<file path="src/rtl/temp_sample_scheduler.sv">
// Purpose : periodic temperature sampler; requests a sensor read on each tick, converts C->F, strobes the stats block.
// Latency : new_temp_valid rises 2 cycles after the cycle in which sensor_ack is sampled.
// Backpress: none downstream; one tick can be held pending, further ticks are dropped and flagged on overrun.
//
// Ports:
//   clk, rst_n            single clock, async active-low reset
//   enable, clear_req     sampling enable; one-cycle stats clear request
//   sensor_req/ack/data   read handshake to the sensor interface (data: 13b signed, 1/16 degC)
//   new_temp(_valid)      8b Fahrenheit sample with one-cycle qualifier
//   stats_rst             one-cycle clear pulse to the stats block
//   busy, timeout_err, overrun, sample_count   status

module temp_sample_scheduler #(
    parameter int unsigned SAMPLE_DIV = 100000000,
    parameter int unsigned TIMEOUT    = 1000000,
    parameter int unsigned RETRIES    = 2
) (
    input  logic        clk,
    input  logic        rst_n,
    input  logic        enable,
    input  logic        clear_req,
    output logic        sensor_req,
    input  logic        sensor_ack,
    input  logic [12:0] sensor_data,
    output logic [7:0]  new_temp,
    output logic        new_temp_valid,
    output logic        stats_rst,
    output logic        busy,
    output logic        timeout_err,
    output logic        overrun,
    output logic [15:0] sample_count
);

    localparam int DIV_W = (SAMPLE_DIV > 1) ? $clog2(SAMPLE_DIV) : 1;
    localparam int TMO_W = (TIMEOUT > 1)    ? $clog2(TIMEOUT)    : 1;
    localparam int ATT_W = (RETRIES > 0)    ? $clog2(RETRIES + 1) : 1;

    typedef enum logic [2:0] {
        S_IDLE,
        S_REQ,
        S_CONV,
        S_PUSH,
        S_CLR
    } state_t;

    state_t             state_q, state_d;
    logic [DIV_W-1:0]   div_q, div_d;
    logic [TMO_W-1:0]   tmo_q, tmo_d;
    logic [ATT_W-1:0]   att_q, att_d;
    logic               gap_q, gap_d;
    logic               tick_pend_q, tick_pend_d;
    logic               clr_pend_q, clr_pend_d;
    logic signed [12:0] data_q, data_d;
    logic [7:0]         temp_q, temp_d;
    logic               err_q, err_d;
    logic               ovr_q, ovr_d;
    logic [15:0]        cnt_q, cnt_d;

    logic               tick;
    logic               start_req;
    logic               clr_take;
    logic signed [17:0] prod_s, quot_s, fdeg_s;
    logic [7:0]         fdeg_sat;

    // Free-running divider; ticks whether or not sampling is enabled.
    always_comb begin
        tick  = (div_q == DIV_W'(SAMPLE_DIV - 1));
        div_d = tick ? '0 : div_q + DIV_W'(1);
    end

    // F = C*9/5 + 32 with C in 1/16 degC  ->  data*9/80 + 32.
    // Signed division truncates toward zero, so small negatives round up to 32.
    always_comb begin
        prod_s = $signed({{5{data_q[12]}}, data_q}) * 18'sd9;
        quot_s = prod_s / 18'sd80;
        fdeg_s = quot_s + 18'sd32;
        if (fdeg_s < 18'sd0) begin
            fdeg_sat = 8'd0;
        end else if (fdeg_s > 18'sd255) begin
            fdeg_sat = 8'd255;
        end else begin
            fdeg_sat = fdeg_s[7:0];
        end
    end

    always_comb begin
        state_d        = state_q;
        tmo_d          = tmo_q;
        att_d          = att_q;
        gap_d          = gap_q;
        data_d         = data_q;
        temp_d         = temp_q;
        err_d          = err_q;
        cnt_d          = cnt_q;
        start_req      = 1'b0;
        clr_take       = 1'b0;
        sensor_req     = 1'b0;
        new_temp_valid = 1'b0;
        stats_rst      = 1'b0;

        case (state_q)
            S_IDLE: begin
                // A latched clear always goes ahead of a pending tick.
                if (clr_pend_q) begin
                    clr_take = 1'b1;
                    state_d  = S_CLR;
                end else if (tick_pend_q && enable) begin
                    start_req = 1'b1;
                    tmo_d     = '0;
                    att_d     = '0;
                    gap_d     = 1'b0;
                    state_d   = S_REQ;
                end
            end
            S_REQ: begin
                if (gap_q) begin
                    // One idle cycle between attempts; an ack here is not honoured.
                    gap_d = 1'b0;
                end else begin
                    sensor_req = 1'b1;
                    if (sensor_ack) begin
                        data_d  = $signed(sensor_data);
                        state_d = S_CONV;
                    end else if (tmo_q == TMO_W'(TIMEOUT - 1)) begin
                        tmo_d = '0;
                        if (att_q == ATT_W'(RETRIES)) begin
                            err_d   = 1'b1;
                            state_d = S_IDLE;
                        end else begin
                            att_d = att_q + ATT_W'(1);
                            gap_d = 1'b1;
                        end
                    end else begin
                        tmo_d = tmo_q + TMO_W'(1);
                    end
                end
            end
            S_CONV: begin
                temp_d  = fdeg_sat;
                state_d = S_PUSH;
            end
            S_PUSH: begin
                new_temp_valid = 1'b1;
                cnt_d          = cnt_q + 16'd1;
                state_d        = S_IDLE;
            end
            S_CLR: begin
                stats_rst = 1'b1;
                cnt_d     = '0;
                state_d   = S_IDLE;
            end
            default: state_d = S_IDLE;
        endcase
    end

    // Pending flags: a new tick wins over consumption in the same cycle;
    // a tick held while the scheduler sits disabled in IDLE is thrown away.
    always_comb begin
        tick_pend_d = tick_pend_q;
        if (tick && enable) begin
            tick_pend_d = 1'b1;
        end else if (start_req || (state_q == S_IDLE && !enable)) begin
            tick_pend_d = 1'b0;
        end
        ovr_d      = ovr_q | (tick & enable & tick_pend_q & ~start_req);
        clr_pend_d = clear_req | (clr_pend_q & ~clr_take);
    end

    always_ff @(posedge clk or negedge rst_n) begin
        if (!rst_n) begin
            state_q     <= S_IDLE;
            div_q       <= '0;
            tmo_q       <= '0;
            att_q       <= '0;
            gap_q       <= 1'b0;
            tick_pend_q <= 1'b0;
            clr_pend_q  <= 1'b0;
            data_q      <= '0;
            temp_q      <= '0;
            err_q       <= 1'b0;
            ovr_q       <= 1'b0;
            cnt_q       <= '0;
        end else begin
            state_q     <= state_d;
            div_q       <= div_d;
            tmo_q       <= tmo_d;
            att_q       <= att_d;
            gap_q       <= gap_d;
            tick_pend_q <= tick_pend_d;
            clr_pend_q  <= clr_pend_d;
            data_q      <= data_d;
            temp_q      <= temp_d;
            err_q       <= err_d;
            ovr_q       <= ovr_d;
            cnt_q       <= cnt_d;
        end
    end

    assign busy         = (state_q != S_IDLE);
    assign new_temp     = temp_q;
    assign timeout_err  = err_q;
    assign overrun      = ovr_q;
    assign sample_count = cnt_q;

endmodule
</file>
<file path="config.mk">
export PLATFORM = sky130hd
export DESIGN_NAME = temp_sample_scheduler
export DESIGN_NICKNAME = d
export VERILOG_FILES = /design/src/rtl/temp_sample_scheduler.sv
export SDC_FILE = /design/constraint.sdc
export NUM_CORES = 1
export LEC_CHECK = 0
export BUFFER_PORTS_ARGS = -buffer_cell sky130_fd_sc_hd__buf_2
export CORE_ASPECT_RATIO = 1.4
export CORE_MARGIN = 2
export CORE_UTILIZATION = 31
export DETAILED_ROUTE_END_ITERATION = 12
export GPL_TIMING_DRIVEN = 0
export HOLD_SLACK_MARGIN = 0.15
export PLACE_DENSITY = 0.56
export SLEW_MARGIN = 20
export SYNTH_ARGS = -nofsm -noshare
export SYNTH_HDL_FRONTEND = slang
export SYNTH_SLANG_ARGS = --single-unit
</file>
<file path="constraint.sdc">
create_clock -name clk -period 10.1 [get_ports clk]
set_clock_uncertainty 0.2 [all_clocks]
set_input_delay 3.03 -clock clk [delete_from_list [all_inputs] [get_ports clk]]
set_output_delay 3.03 -clock clk [all_outputs]
set_load 0.005 [all_outputs]
</file>
==> metrics.md, run 1 <==
| Metric | Value |
|---|---|
| Outcome | finished, final reports clean |
| GR Util met2 | 28.4% |
| Post-DRT Antenna Nets | 0 |
| R2r worst-path depth | 32 |
| Crit path max fanout | 8 |
| Max_slew headroom | 36.9% |
| Syn_area_per_cell | 8.46 µm² |
| Critical Path Max Stage Delay | 0.53 ns |
| Worst r2r dst | new_temp[3]$_DFFE_PN0N_ |
| Critical path's slowest cell | or4_1 |
| CP endpoint | new_temp[3]$_DFFE_PN0N_ |
| Routability-driven placement congestion ratio | 0.878 |
| Fraction of registers with async set/reset | 100% |
| Fill count | 2454 |
| Setup TNS Final | 0 ns |
| Top-area cell type share of the netlist area | 31.9% |
| CTS sink cnt | 94 |
| Post-Place Worst Slack | 1.31 ns |
| Final Slew Violations | 0 |
| Post-synthesis sequential area ratio | 31.9% |
| Drt via density | 5.48 |
| YS warnings | 0 |
| Clock tree buffer depth | 2 |
| WL/cell | 15.5 µm |
| Post-synth top area cell | dfrtp_1 |
| Critical Path Start Type | flop |
| Worst-Margin Slew | 0.941 ns |
| Max frequency | 0.114 GHz |
| Initial antenna violation count | 0 |
| Share of cells above drive strength 1 | 12.3% |
| CTS buffer count | 9 |
| Worst Path Required | 10.14 ns |
| Post-route cell area | 8340 µm² |
| Tmin final | 8.80 ns |
| Critical path data arrival time | 8.84 ns |
| Synth cell types | 89 |
| DRC | 0 |
| Worst hold slack | 0.253 ns |
| R2R Setup Slk | 1.30 ns |
| Commonest cells post-synth | 103 x nor2_1, 94 x dfrtp_1, 82 x nand2_1, 65 x o21ai_0, 56 x nand3_1 |
| Largest net degree at the start of global routing | 68 |
| GR met3 Demand/Resource | 2.17% |
| RSZ-0062 raised after global routing | no |
| Post-Route WL | 19200 µm |
| Final period util | 87.1% |
| Detailed-placement wirelength estimate | 14900 µm |
| CTS Hold Bufs | 0 |
| DRT Pass-1 Iters | 6 |
| Die footprint | 25100 µm² |
| Final worst setup slack | 1.30 ns |
| Clock latency on the worst-skew pair | 0.35 ns |
| Hold violation total from the final report | 0 |
| Gr usage total | 15.5% |
| Crit path kind | reg2reg |
| Busiest grt layer | met2 |
| Clock Pin Slew Worst Setup and Hold Paths | 0.08 ns |
| Synth top area cells | dfrtp_1 32%, nor2_1 5.2%, ha_1 5.1%, o21ai_0 4.4%, nand2_1 4.2% |
| Setup Fix Bufs, Post-CTS | 0 |
| CP Capture Type | flop |
| CP dominant cell by count | ha_1 |
| # resized after CTS | 0 |
| Gr ovfl total | 0 |
| Rows | 66 |
| Buffers added on ports | 47 |
| Initial Util | 31.7% |
| Diodes inserted | 0 |
| Mapped Nets | 921 |
| Synthesized flop and latch total | 94 |
| Global-route wire length before repair | 32400 µm |
| Most frequent cell after synthesis | nor2_1 |
| Final #Nets | 980 |
| TritonCTS clock tree | done |
| Syn Std Cell Area | 7380 µm² |
| Max-cap violations | 0 |
| H-Tree Depth | 3 |
| Reg2reg start | data_q[1]$_DFFE_PN0P_ |
| Met1 usage | 18.2% |
| Mapped Cells | 872 |
| Clk root buf | clkbuf_16 |
| Dpl cell area | 8030 µm² |
| CP startpoint | data_q[1]$_DFFE_PN0P_ |
| Chip width | 134 µm |
| Vias in the first global route | 6642 |
| Main synth FF type | dfrtp_1 |
| DR iter-0 viols | 385 |
| Core Footprint | 23300 µm² |
| Total number of vias | 6808 |
| # setup viols final | 0 |
| IO Count | 48 |
| HP Class | reg2reg |
| Die span in y | 187 µm |
| Post-synth EDFFs | 0 |
| Layout area overhead | 13.1% |
## cell families (layout without fill, tap and decap cells)
family / Yosys count / count (layout) / synth area share (%)
AND/OR/NAND/NOR: 358 / 358 / 23.8
buffers and inverters: 43 / 107 / 2.37
multiplexers: 21 / 21 / 3.10
adder cells (fa/ha/maj): 32 / 32 / 5.49
XOR/XNOR: 64 / 64 / 7.70
AO/OA/AOI/OAI: 260 / 260 / 25.6
flip-flops: 94 / 94 / 31.9
## layout by cell type, fill, tap and decap left out, types with 18 or more instances in the layout
cell and n:
nor2_1 103, dfrtp_1 94, nand2_1 82, o21ai_0 65, nand3_1 56, buf_2 51, a21oi_1 39, xor2_1 34
ha_1 30, xnor2_1 29, nand4_1 19, clkbuf_1 18
## stage by stage
step / std cells / util, %
5_1_grt: 1242 / 35.8
3_5_place_dp: 1226 / 34.5
3_3_place_gp: 1225 / 34.3
6_report: 1242 / 35.8
2_1_floorplan: 872 / -
4_1_cts: 1242 / 35.8
## cell type report
class / instances / area (µm²) / share of cell area [%]
clock buffers: 9 / 225 / 2.70
inverters: 17 / 63.8 / 0.765
flip-flops and latches: 94 / 2350 / 28.2
repair buffers: 48 / 269 / 3.22
multi-input cells: 735 / 4850 / 58.2
well taps: 306 / 383 / 4.59
plain buffers: 26 / 111 / 1.33
clock inverters: 7 / 86.3 / 1.03
## worst min-delay path by stage
stage / endpoint / slack (ns) / startpoint / cells after the start
after floorplan: overrun$_DFF_PN0_ / 0.25 / overrun$_DFF_PN0_ / 1
after global placement: overrun$_DFF_PN0_ / 0.24 / overrun$_DFF_PN0_ / 1
after detailed placement: timeout_err$_DFFE_PN0P_ / 0.24 / timeout_err$_DFFE_PN0P_ / 1
after CTS: overrun$_DFF_PN0_ / 0.26 / overrun$_DFF_PN0_ / 1
after global routing: timeout_err$_DFFE_PN0P_ / 0.28 / timeout_err$_DFFE_PN0P_ / 1
final: timeout_err$_DFFE_PN0P_ / 0.25 / timeout_err$_DFFE_PN0P_ / 1
## registers in the layout, summed over array words and instances (netlist names)
register and count:
sample_count 16, tmo_q 20, state_q 3, tick_pend_q 1
div_q 27, timeout_err 1, att_q 2, gap_q 1
clr_pend_q 1, overrun 1, new_temp 8, data_q 13
## critical path, delay by kind of cell (launching register included)
| kind | cells | cell delay (ns) |
|---|---|---|
| AO/OA/AOI/OAI | 15 | 4.04 |
| XOR/XNOR | 3 | 0.57 |
| adder cells (fa/ha/maj) | 5 | 1.57 |
| multiplexers | 1 | 0.31 |
| buffers and inverters | 2 | 0.26 |
| AND/OR/NAND/NOR | 6 | 1.30 |
| flip-flops | 1 | 0.42 |
## metal layers
metal  vias up  share of wire, %
li1       3401                 -
met1      3249                42
met2       127                53
met3        31               2.5
met4         0               2.6
met5         -                 0
Power of run 1 is left out: the tool's default activity adds up to more than one toggle a clock period on the data nets, which glitch-free logic cannot reach.
==> run 2, diff against run 1 <==
- CORE_ASPECT_RATIO: 1.4 -> 0.5
- RECOVER_POWER: not set -> 50
==> metrics.md, run 2 (synthesis gave the netlist of run 1 again) <==
| Metric | Value |
|---|---|
| CP Capture Type | flop |
| Gr usage total | 15.3% (-0.25 points) |
| Final #Nets | 980 (unchanged) |
| R2r worst-path depth | 32 (unchanged) |
| Initial Util | 32.0% (+0.28 points) |
| Commonest non-fill, non-tap cell in the layout | nor2_1 |
| DRT Pass-1 Iters | 4 (-2) |
| Fill count | 2394 (-2.4%) |
| Gr ovfl total | 0 (unchanged) |
| Clock latency on the worst-skew pair | 0.35 ns (about the same) |
| Total number of vias | 6800 (-0.12%) |
| Post-DRT Antenna Nets | 0 (unchanged) |
| WL/cell | 15.0 µm (-3.0%) |
| Commonest cells after routing, fill and taps aside | 103 x nor2_1, 94 x dfrtp_1, 82 x nand2_1 |
| Reg2reg start | data_q[1]$_DFFE_PN0P_ |
| Largest register by flop count | div_q |
| Tmin final | 8.81 ns (+0.00927 ns) |
| Hold-critical path depth | 1 (unchanged) |
| Worst Hold Path EP | timeout_err$_DFFE_PN0P_ |
| Final Slew Violations | 78 (+78) |
| Diodes inserted | 0 (unchanged) |
| Critical Path Max Stage Delay | 0.55 ns (+0.02 ns) |
| Post-Layout Cell Count | 1243 (+0.081%) |
| Setup Fix Bufs, Post-CTS | 0 (unchanged) |
| # setup viols final | 0 (unchanged) |
| Die footprint | 25100 µm² (+0.23%) |
| Buffers added on ports | 47 (unchanged) |
| Outcome | complete, but fails checks |
| Post-placement cell count | 1227 (+0.082%) |
| Clock Pin Slew Worst Setup and Hold Paths | 0.07 ns (about the same) |
| Share of cells above drive strength 1 | 12.0% (-0.32 points) |
| Critical path data arrival time | 8.84 ns (about the same) |
| Crit path max fanout | 8 (unchanged) |
| Global-route wire length before repair | 32200 µm (-0.64%) |
| Worst r2r dst | new_temp[6]$_DFFE_PN0N_ |
| # resized after CTS | 0 (unchanged) |
| Post-Route WL | 18700 µm (-3.0%) |
| Core Footprint | 23100 µm² (-0.89%) |
| DR iter-0 viols | 357 (-7.3%) |
| Setup TNS Final | 0 ns (unchanged) |
| Failing checks | capacitance limit, slew limit |
| R2R Setup Slk | 1.29 ns (about the same) |
| Max frequency | 0.114 GHz (-0.11%) |
| H-Tree Depth | 3 (unchanged) |
| Vias in the first global route | 6556 (-1.3%) |
| Crit path kind | reg2reg |
| DRC | 0 (unchanged) |
| Worst-Margin Slew | 4.13 ns (+3.19 ns) |
| Critical path's slowest cell | or4_1 |
| Die span in y | 113 µm (-39%) |
| Max FFs per register | 27 (unchanged) |
| HP Class | reg2reg |
| TritonCTS clock tree | done |
| CTS Hold Bufs | 0 (unchanged) |
| Worst hold slack | 0.263 ns (+0.0103 ns) |
| Rows | 39 (-41%) |
| Initial antenna violation count | 0 (unchanged) |
| IO Count | 48 (unchanged) |
| Largest net degree at the start of global routing | 78 (+15%) |
| CP dominant cell by count | ha_1 |
| Worst Path Required | 10.13 ns (about the same) |
| Drt via density | 5.47 (-0.20%) |
| HP Start | timeout_err$_DFFE_PN0P_ |
| Chip width | 222 µm (+65%) |
| Max-cap violations | 1 (+1) |
| CTS buffer count | 9 (unchanged) |
| Hold violation total from the final report | 0 (unchanged) |
| Clk root buf | clkbuf_16 |
| Detailed-placement wirelength estimate | 14300 µm (-4.3%) |
| Max_slew headroom | -175% (-210 points) |
| Clock tree buffer depth | 2 (unchanged) |
| Routability-driven placement congestion ratio | 0.891 (+1.5%) |
| Final period util | 87.2% (+0.092 points) |
| CTS sink cnt | 94 (unchanged) |
| Layout area overhead | 12.4% |
| RSZ-0062 raised after global routing | no |
| Critical Path Start Type | flop |
-- run 2: changes by cell type in the layout (fill, tap and decap cells not counted), sizes merged --
cell and change:
bufinv -1, clkinv +2, clkbuf +3, inv -1
buf -3
-- run 2: worst max-delay path by stage --
stage	cells after the start	startpoint	slack (ns)	end
final	32	data_q[1]$_DFFE_PN0P_	1.29	new_temp[6]$_DFFE_PN0N_
after CTS	32	data_q[1]$_DFFE_PN0P_	1.34	new_temp[6]$_DFFE_PN0N_
after global placement	32	data_q[1]$_DFFE_PN0P_	1.46	new_temp[5]$_DFFE_PN0N_
after floorplan	33	data_q[1]$_DFFE_PN0P_	2.54	new_temp[1]$_DFFE_PN0N_
after detailed placement	32	data_q[1]$_DFFE_PN0P_	1.39	new_temp[6]$_DFFE_PN0N_
after global routing	32	data_q[1]$_DFFE_PN0P_	0.71	new_temp[6]$_DFFE_PN0N_
-- run 2: layout make-up --
type                            instances  area, µm²  area share, %
Buffer                                 26        111           1.34
Clock buffer                            9        225           2.71
Clock inverter                          7       72.6          0.875
Inverter                               17       63.8          0.769
Multi-Input combinational cell        735       4850           58.5
Sequential cell                        94       2350           28.3
Tap cell                              307        384           4.63
Timing Repair Buffer                   48        236           2.85
-- run 2: worst max-delay path: cells and delay by family, from the launching register on --
family / cells / cell delay (ns)
fa+ha+maj: 5 / 1.58
xor+xnor: 3 / 0.56
flops: 1 / 0.42
simple gates: 6 / 1.37
buf+inv: 2 / 0.27
mux: 1 / 0.31
compound gates: 15 / 3.96
-- run 2: routing by layer --
layer	up-vias	track usage (%)	share of wire (%)
met5	-	0	0
met1	3255	20.1	49
met2	105	26.4	47
li1	3420	-	-
met3	20	2.29	2.7
met4	0	4.01	1.3
-- run 2: through the flow --
step	utilization [%]	setup WS [ns]	cell area [µm²]
5_1_grt	36.0	0.714	8300
4_1_cts	36.1	1.34	8330
6_report	36.0	1.29	8300
3_5_place_dp	34.8	1.39	8030
3_3_place_gp	34.7	1.46	8000
2_1_floorplan	-	2.54	7380
Power of run 2 is left out for the same reason.
